### src/rtl/serial_subtractor.sv
// Bit-serial W-bit subtractor d = a - b - bin, LSB first, behind a start/busy/done handshake.
// Define SERIAL_SUB_OVF_EN to build the signed-overflow flag; otherwise ovf is tied to 0.
module serial_subtractor #(
  parameter int W = 4
) (
  input  logic         clk,
  input  logic         rst_n,
  input  logic         start,
  input  logic [W-1:0] a,
  input  logic [W-1:0] b,
  input  logic         bin,
  output logic         busy,
  output logic         done,
  output logic [W-1:0] d,
  output logic         bo,
  output logic         ovf
);

  localparam int CW = $clog2(W);

  typedef enum logic {IDLE = 1'b0, SHIFT = 1'b1} state_t;

  state_t         state_q, state_d;
  logic [W-1:0]   a_q, a_d, b_q, b_d, res_q, res_d, d_q, d_d;
  logic [CW-1:0]  cnt_q, cnt_d;
  logic           br_q, br_d, bo_q, bo_d, done_q, done_d;
  logic           ai, bi, di, br_nx;

  // Single full-subtractor cell; operands shift right so bit cnt is always at [0].
  assign ai    = a_q[0];
  assign bi    = b_q[0];
  assign di    = ai ^ bi ^ br_q;
  assign br_nx = (~ai & bi) | (~(ai ^ bi) & br_q);

  always_comb begin
    state_d = state_q;
    a_d     = a_q;
    b_d     = b_q;
    res_d   = res_q;
    cnt_d   = cnt_q;
    br_d    = br_q;
    d_d     = d_q;
    bo_d    = bo_q;
    done_d  = 1'b0;
    case (state_q)
      IDLE: begin
        if (start) begin
          state_d = SHIFT;
          a_d     = a;
          b_d     = b;
          br_d    = bin;
          cnt_d   = '0;
        end
      end
      SHIFT: begin
        a_d   = a_q >> 1;
        b_d   = b_q >> 1;
        br_d  = br_nx;
        res_d = {di, res_q[W-1:1]};
        cnt_d = cnt_q + CW'(1);
        if (cnt_q == CW'(W-1)) begin
          state_d = IDLE;
          d_d     = {di, res_q[W-1:1]};
          bo_d    = br_nx;
          done_d  = 1'b1;
        end
      end
      default: state_d = IDLE;
    endcase
  end

  always_ff @(posedge clk or negedge rst_n) begin
    if (!rst_n) begin
      state_q <= IDLE;
      a_q     <= '0;
      b_q     <= '0;
      res_q   <= '0;
      cnt_q   <= '0;
      br_q    <= 1'b0;
      d_q     <= '0;
      bo_q    <= 1'b0;
      done_q  <= 1'b0;
    end else begin
      state_q <= state_d;
      a_q     <= a_d;
      b_q     <= b_d;
      res_q   <= res_d;
      cnt_q   <= cnt_d;
      br_q    <= br_d;
      d_q     <= d_d;
      bo_q    <= bo_d;
      done_q  <= done_d;
    end
  end

`ifdef SERIAL_SUB_OVF_EN
  logic ovf_q, ovf_d;

  // On the last bit the cell sees the operand sign bits, and di is the result sign bit.
  always_comb begin
    ovf_d = ovf_q;
    if (state_q == SHIFT && cnt_q == CW'(W-1))
      ovf_d = (ai ^ bi) & (di ^ ai);
  end

  always_ff @(posedge clk or negedge rst_n) begin
    if (!rst_n) ovf_q <= 1'b0;
    else        ovf_q <= ovf_d;
  end

  assign ovf = ovf_q;
`else
  assign ovf = 1'b0;
`endif

  assign busy = (state_q == SHIFT);
  assign done = done_q;
  assign d    = d_q;
  assign bo   = bo_q;

endmodule

### config.mk
export PLATFORM = sky130hd
export DESIGN_NAME = serial_subtractor
export DESIGN_NICKNAME = d
export VERILOG_FILES = /design/src/rtl/serial_subtractor.sv
export SDC_FILE = /design/constraint.sdc
export NUM_CORES = 1
export LEC_CHECK = 0
export CORE_MARGIN = 5
export CORE_UTILIZATION = 44
export CTS_BUF_LIST = sky130_fd_sc_hd__clkbuf_16
export DETAILED_ROUTE_END_ITERATION = 10
export PLACE_DENSITY = 0.72
export SYNTH_ARGS = -nofsm -noshare
export SYNTH_HDL_FRONTEND = slang
export SYNTH_SLANG_ARGS = --single-unit
### constraint.sdc
create_clock -name clk -period 1.4 [get_ports clk]
set_clock_uncertainty 0.1 [all_clocks]
set_input_delay 0.42 -clock clk [delete_from_list [all_inputs] [get_ports clk]]
set_output_delay 0.42 -clock clk [all_outputs]
set_load 0.05 [all_outputs]
==> metrics.txt, run 1 <==
Crit Path Max Fanout=2; I/O Pins=20; # hold bufs at CTS=0; DIE HEIGHT=56.4 um; final hold slack=0.398 ns; Nets=108; CTS tree=built; FP Rows=16; DR vias/cell=slightly below 5; Post-route DRC=0; clk sinks=21; total wire length=around 1500 um; Synth cell types=19; Clock transition at path regs=0.05 ns; clk_lat worst skew=approximately 0.25 ns; cell count after synthesis=72; register area share after synthesis=0.554; CP required=1.43 ns; IR drop worst, VDD=1.40 mV; reg-to-reg slack, setup=~0.02 ns; Mapped Nets=86; final hold viol count=0; Antenna diodes=0; via count=577; IO Port Bufs=18; worst hold-check path type=register to register; mean routed wirelength per cell=about 12 um; mapped cell area=approximately 950 um^2; max cap viols=0; placed instance area=1230 um^2; power density cells=between 2000 and 2500 nW/um^2; Global Route Usage Sum=0.108; Initial Utilization=0.474; die extent in x=approximately 56 um; Pre-antenna DRT Iters=2; area grow syn2layout=38.9%; DRT iter0 DRCs=2; gr ovfl total=0; commonest non-fill, non-tap cell in the layout=dfrtp_1; core area=approximately 2000 um^2; GPL Wtd Cong=0.666; critical path class=register to register; die area=3180 um^2; LEAKAGE=roughly 0.65 nW; worst path arrival time=1.41 ns; Period Utilization, post-route=0.986; RSZ-0062 raised after global routing=true; synthesized flop and latch total=21; first-pass GRT wire length=2630 um; H-tree depth=1; Finished Cell Area=between 1000 and 1500 um^2; min Tclk post-route=1.38 ns; YS warnings=0; CP startpoint kind=register; fin. max-slew vios=0; status=finished, final reports clean; final setup violation count=0; final HPWL from detailed placement=1140 um; largest net degree at the start of global routing=22; clock buffer depth=2; Final ANT Viol Nets=0; vias in the first global route=602; CTS root buf=clkbuf_16; Avg Cell Area, Syn=between 10 and 15 um^2; antenna violations before repair=0; share of cells above drive strength 1=0.247; CTS Buf Count=3; highest clock rate=slightly above 700 MHz; commonest non-fill, non-tap cells in the layout=dfrtp_1, mux2i_1, clkdlybuf4s50_1; crit end category=register
synthesized netlist by cell type:
cell type	number	area, um^2
a22o_1	1	8.76
o21ai_1	5	25.0
nand2_1	6	22.5
mux2_2	2	22.5
ha_1	1	12.5
nand2b_1	1	6.26
mux2_4	5	75.1
conb_1	1	3.75
dfrtp_1	21	526
buf_2	1	5.00
mux2i_1	13	130
nand2_4	1	11.3
fa_1	1	20.0
o21ai_0	1	5.00
inv_1	5	18.8
buf_4	1	7.51
buf_8	1	15.0
nor2_1	3	11.3
buf_6	2	22.5
layout make-up:
cell class	instances	area (um^2)
well taps	27	33.8
clock inverters	1	3.75
flip-flops and latches	21	527
fillers	161	684
repair buffers	22	305
clock buffers	3	75.1
multi-input cells	41	354
inverters	5	18.8
kinds of logic after synthesis:
logic type / Yosys count / share of synthesized area
AO/OA/AOI/OAI: 7 / 0.0409
adder cells (fa/ha/maj): 2 / 0.0343
buffers and inverters: 10 / 0.0726
flip-flops: 21 / 0.554
multiplexers: 20 / 0.240
other: 1 / 0.00395
AND/OR/NAND/NOR: 11 / 0.0541
what timing repair did:
item                                    in CTS  in global routing
endpoints found under the hold margin        0                  0
setup buffers                                1                  0
resized for setup                            0                  0
endpoints found under the setup margin       1                  3
critical path, stage by stage (launching register included):
cell and delay (ns):
dfrtp_1 0.40, fa_1 0.50, mux2_4 0.28
flip-flops by register name (all words and copies together), names as in the netlist:
signal	cells
a_q	4
b_q	4
d	4
res_q	3
cnt_q	2
bo	1
br_q	1
busy	1
done	1
per-stage QoR:
| stage | instances | TNS (ns) | util | power, W | setup slack [ns] |
|---|---|---|---|---|---|
| 6_report | 120 | 0 | 0.658 | 0.00317 | 0.0200 |
| 3_3_place_gp | 115 | -1.55 | 0.615 | 0.00256 | -0.167 |
| 2_1_floorplan | 72 | 0 | - | 0.00202 | 0.0560 |
| 4_1_cts | 120 | 0 | 0.658 | 0.00323 | 0.00588 |
| 3_5_place_dp | 115 | -1.82 | 0.615 | 0.00262 | -0.192 |
| 5_1_grt | 120 | -0.0395 | 0.658 | 0.00336 | -0.0211 |
layer usage:
layer,share of wire,wire (um),vias to the layer above,global-route usage
met4,0.035,52,0,0.0814
met2,0.47,691,18,0.167
met1,0.43,642,275,0.118
li1,-,-,279,-
met5,0,0,-,0
met3,0.065,97,5,0.0436
report_power, final:
group          switching (W)  internal [W]
Sequential          0.000201      0.000879
Clock               0.000196      0.000380
Combinational       0.000706      0.000812
path summary, 6_finish.rpt:
path,start,endpoint,depth (start not counted)
max in group asynchronous,rst_n,busy,2
worst min register to register,cnt_q[0],cnt_q[0],1
min in group asynchronous,rst_n,d[1],2
worst max register to register,a_q[0],d[3],2
worst max-delay path,a_q[0],d[3],2
worst min-delay path,cnt_q[0],cnt_q[0],1
No activity file was read; power rests on OpenSTA's default activity.
==> run 2, diff against run 1 <==
--- a/config.mk
+++ b/config.mk
@@ -9,6 +9,7 @@
 export CORE_UTILIZATION = 44
 export CTS_BUF_LIST = sky130_fd_sc_hd__clkbuf_16
 export DETAILED_ROUTE_END_ITERATION = 10
+export GPL_TIMING_DRIVEN = 1
 export PLACE_DENSITY = 0.72
 export SYNTH_ARGS = -nofsm -noshare
 export SYNTH_HDL_FRONTEND = slang
==> results of run 2 <==
The final DEF is identical to that of run 1; final timing and power are the same.
==> run 3, diff against run 2 <==
--- a/config.mk
+++ b/config.mk
@@ -6,11 +6,11 @@
 export NUM_CORES = 1
 export LEC_CHECK = 0
 export CORE_MARGIN = 5
-export CORE_UTILIZATION = 44
+export CORE_UTILIZATION = 52
 export CTS_BUF_LIST = sky130_fd_sc_hd__clkbuf_16
 export DETAILED_ROUTE_END_ITERATION = 10
 export GPL_TIMING_DRIVEN = 1
-export PLACE_DENSITY = 0.72
+export PLACE_DENSITY = 0.8
 export SYNTH_ARGS = -nofsm -noshare
 export SYNTH_HDL_FRONTEND = slang
 export SYNTH_SLANG_ARGS = --single-unit
==> constraint.sdc (replaced) <==
create_clock -name clk -period 1.7 [get_ports clk]
set_clock_uncertainty 0.1 [all_clocks]
set_input_delay 0.51 -clock clk [delete_from_list [all_inputs] [get_ports clk]]
set_output_delay 0.51 -clock clk [all_outputs]
set_load 0.05 [all_outputs]
==> run 3 against run 2 <==
Net effect:
- global-route usage up 2.2 points
- largest power group unchanged
- core utilization up 9.2 points
- sequential cell count unchanged
==> metrics.txt, run 3 (synthesized netlist as in run 1, its figures left out) <==
status=finished, final reports clean; fillcell total=122; CP required=1.73 ns; commonest non-fill, non-tap cells in the layout=dfrtp_1, mux2i_1, clkdlybuf4s50_1; worst hold-check path type=register to register; vias in the first global route=570; LEAKAGE=0.643 nW; CTS Buf Count=3; area grow syn2layout=36.5%; WHS Path Cells=2; Antenna diodes=0; clk_lat worst skew=roughly 0.25 ns; FP Rows=15; clock buffer depth=2; antenna violations before repair=0; worst path arrival time=1.47 ns; DIE HEIGHT=between 50 and 60 um; I/O Pins=20; CTS tree=built; Crit Path Max Fanout=12; Clock transition at path regs=0.06 ns; Placed Instances=113; largest net degree at the start of global routing=24; power density cells=2020 nW/um^2; CP startpoint kind=input pin; Final ANT Viol Nets=0; IO Port Bufs=18; final setup violation count=0; CTS root buf=clkbuf_16; die extent in x=52.7 um; r2r worst-path depth=3; reg-to-reg slack, setup=0.31 ns; Pre-antenna DRT Iters=2; critical path class=input pin to register; H-tree depth=1; core area=1730 um^2; gr ovfl total=0; commonest non-fill, non-tap cell in the layout=dfrtp_1; total wire length=between 1500 and 2000 um; setup TNS=0 ns; IR drop worst, VDD=approximately 1.3 mV; DRT iter0 DRCs=4; Nets=107; RSZ-0062 raised after global routing=false; final hold viol count=0; filler-free cell count of the finished design=117; # hold bufs at CTS=0; min Tclk post-route=between 1 and 1.5 ns; die area=2780 um^2; final hold slack=0.385 ns; crit end category=register; first-pass GRT wire length=between 2000 and 3000 um; Period Utilization, post-route=0.849; final HPWL from detailed placement=1070 um; GPL Wtd Cong=0.651; highest clock rate=693 MHz; share of cells above drive strength 1=0.239; fin. max-slew vios=0; total setup buffers inserted after CTS=0; DR vias/cell=4.75; clk sinks=21; Initial Utilization=0.549; post-CTS sizing=0; via count=between 500 and 600; Global Route Usage Sum=0.130; Util after Layout=0.750; Post-route DRC=0; mean routed wirelength per cell=13.3 um; max cap viols=0
run 3: cell types whose count changed in the layout (fill, tap and decap cells not counted):
cell	before	now
inv_1	6	5
buf_12	9	8
dfrtp_1	20	21
clkinv_2	0	1
dfrtp_2	1	0
run 3: power breakdown:
part           internal (W)  leakage [nW]  switching, W
Sequential         0.000721         0.260      0.000172
Clock              0.000315        0.0409      0.000170
Combinational      0.000654         0.342      0.000586
run 3: through the flow:
step	setup slack (ns)	instance area (um^2)	power, W
final	0.256	1290	0.00262
after global placement	0.0450	1210	0.00210
after global routing	0.227	1290	0.00276
after detailed placement	0.0152	1210	0.00214
after CTS	0.263	1290	0.00265
after floorplan	0.255	948	0.00166
run 3: area by class of cell:
cell class              count  area [um^2]  share of cell area
clock inverters             1         5.00             0.00386
multi-input cells          41          354               0.273
repair buffers             21          285               0.220
clock buffers               3         75.1              0.0580
inverters                   5         18.8              0.0145
well taps                  25         31.3              0.0242
flip-flops and latches     21          526               0.406
run 3: metal layers:
| metal | routed length, um | vias to the layer above | part of all wire | global-route usage |
|---|---|---|---|---|
| met2 | 801 | 16 | 0.52 | 0.219 |
| met4 | 15 | 0 | 0.0097 | 0.0511 |
| li1 | - | 274 | - | - |
| met1 | 644 | 264 | 0.41 | 0.153 |
| met3 | 92 | 2 | 0.059 | 0.0399 |
| met5 | 0 | - | 0 | 0 |
run 3: path summary, 6_finish.rpt:
check | to | start
worst min-delay path | a_q[2] | a_q[3]
min in group asynchronous | res_q[1] | rst_n
worst max register to register | d[3] | br_q
max in group asynchronous | b_q[3] | rst_n
worst max-delay path | br_q | start
worst min register to register | a_q[2] | a_q[3]
run 3: worst max-delay path: stages:
cell	delay, ns
clkdlybuf4s50_1	0.50
buf_12	0.15
mux2i_1	0.21
mux2i_1	0.09
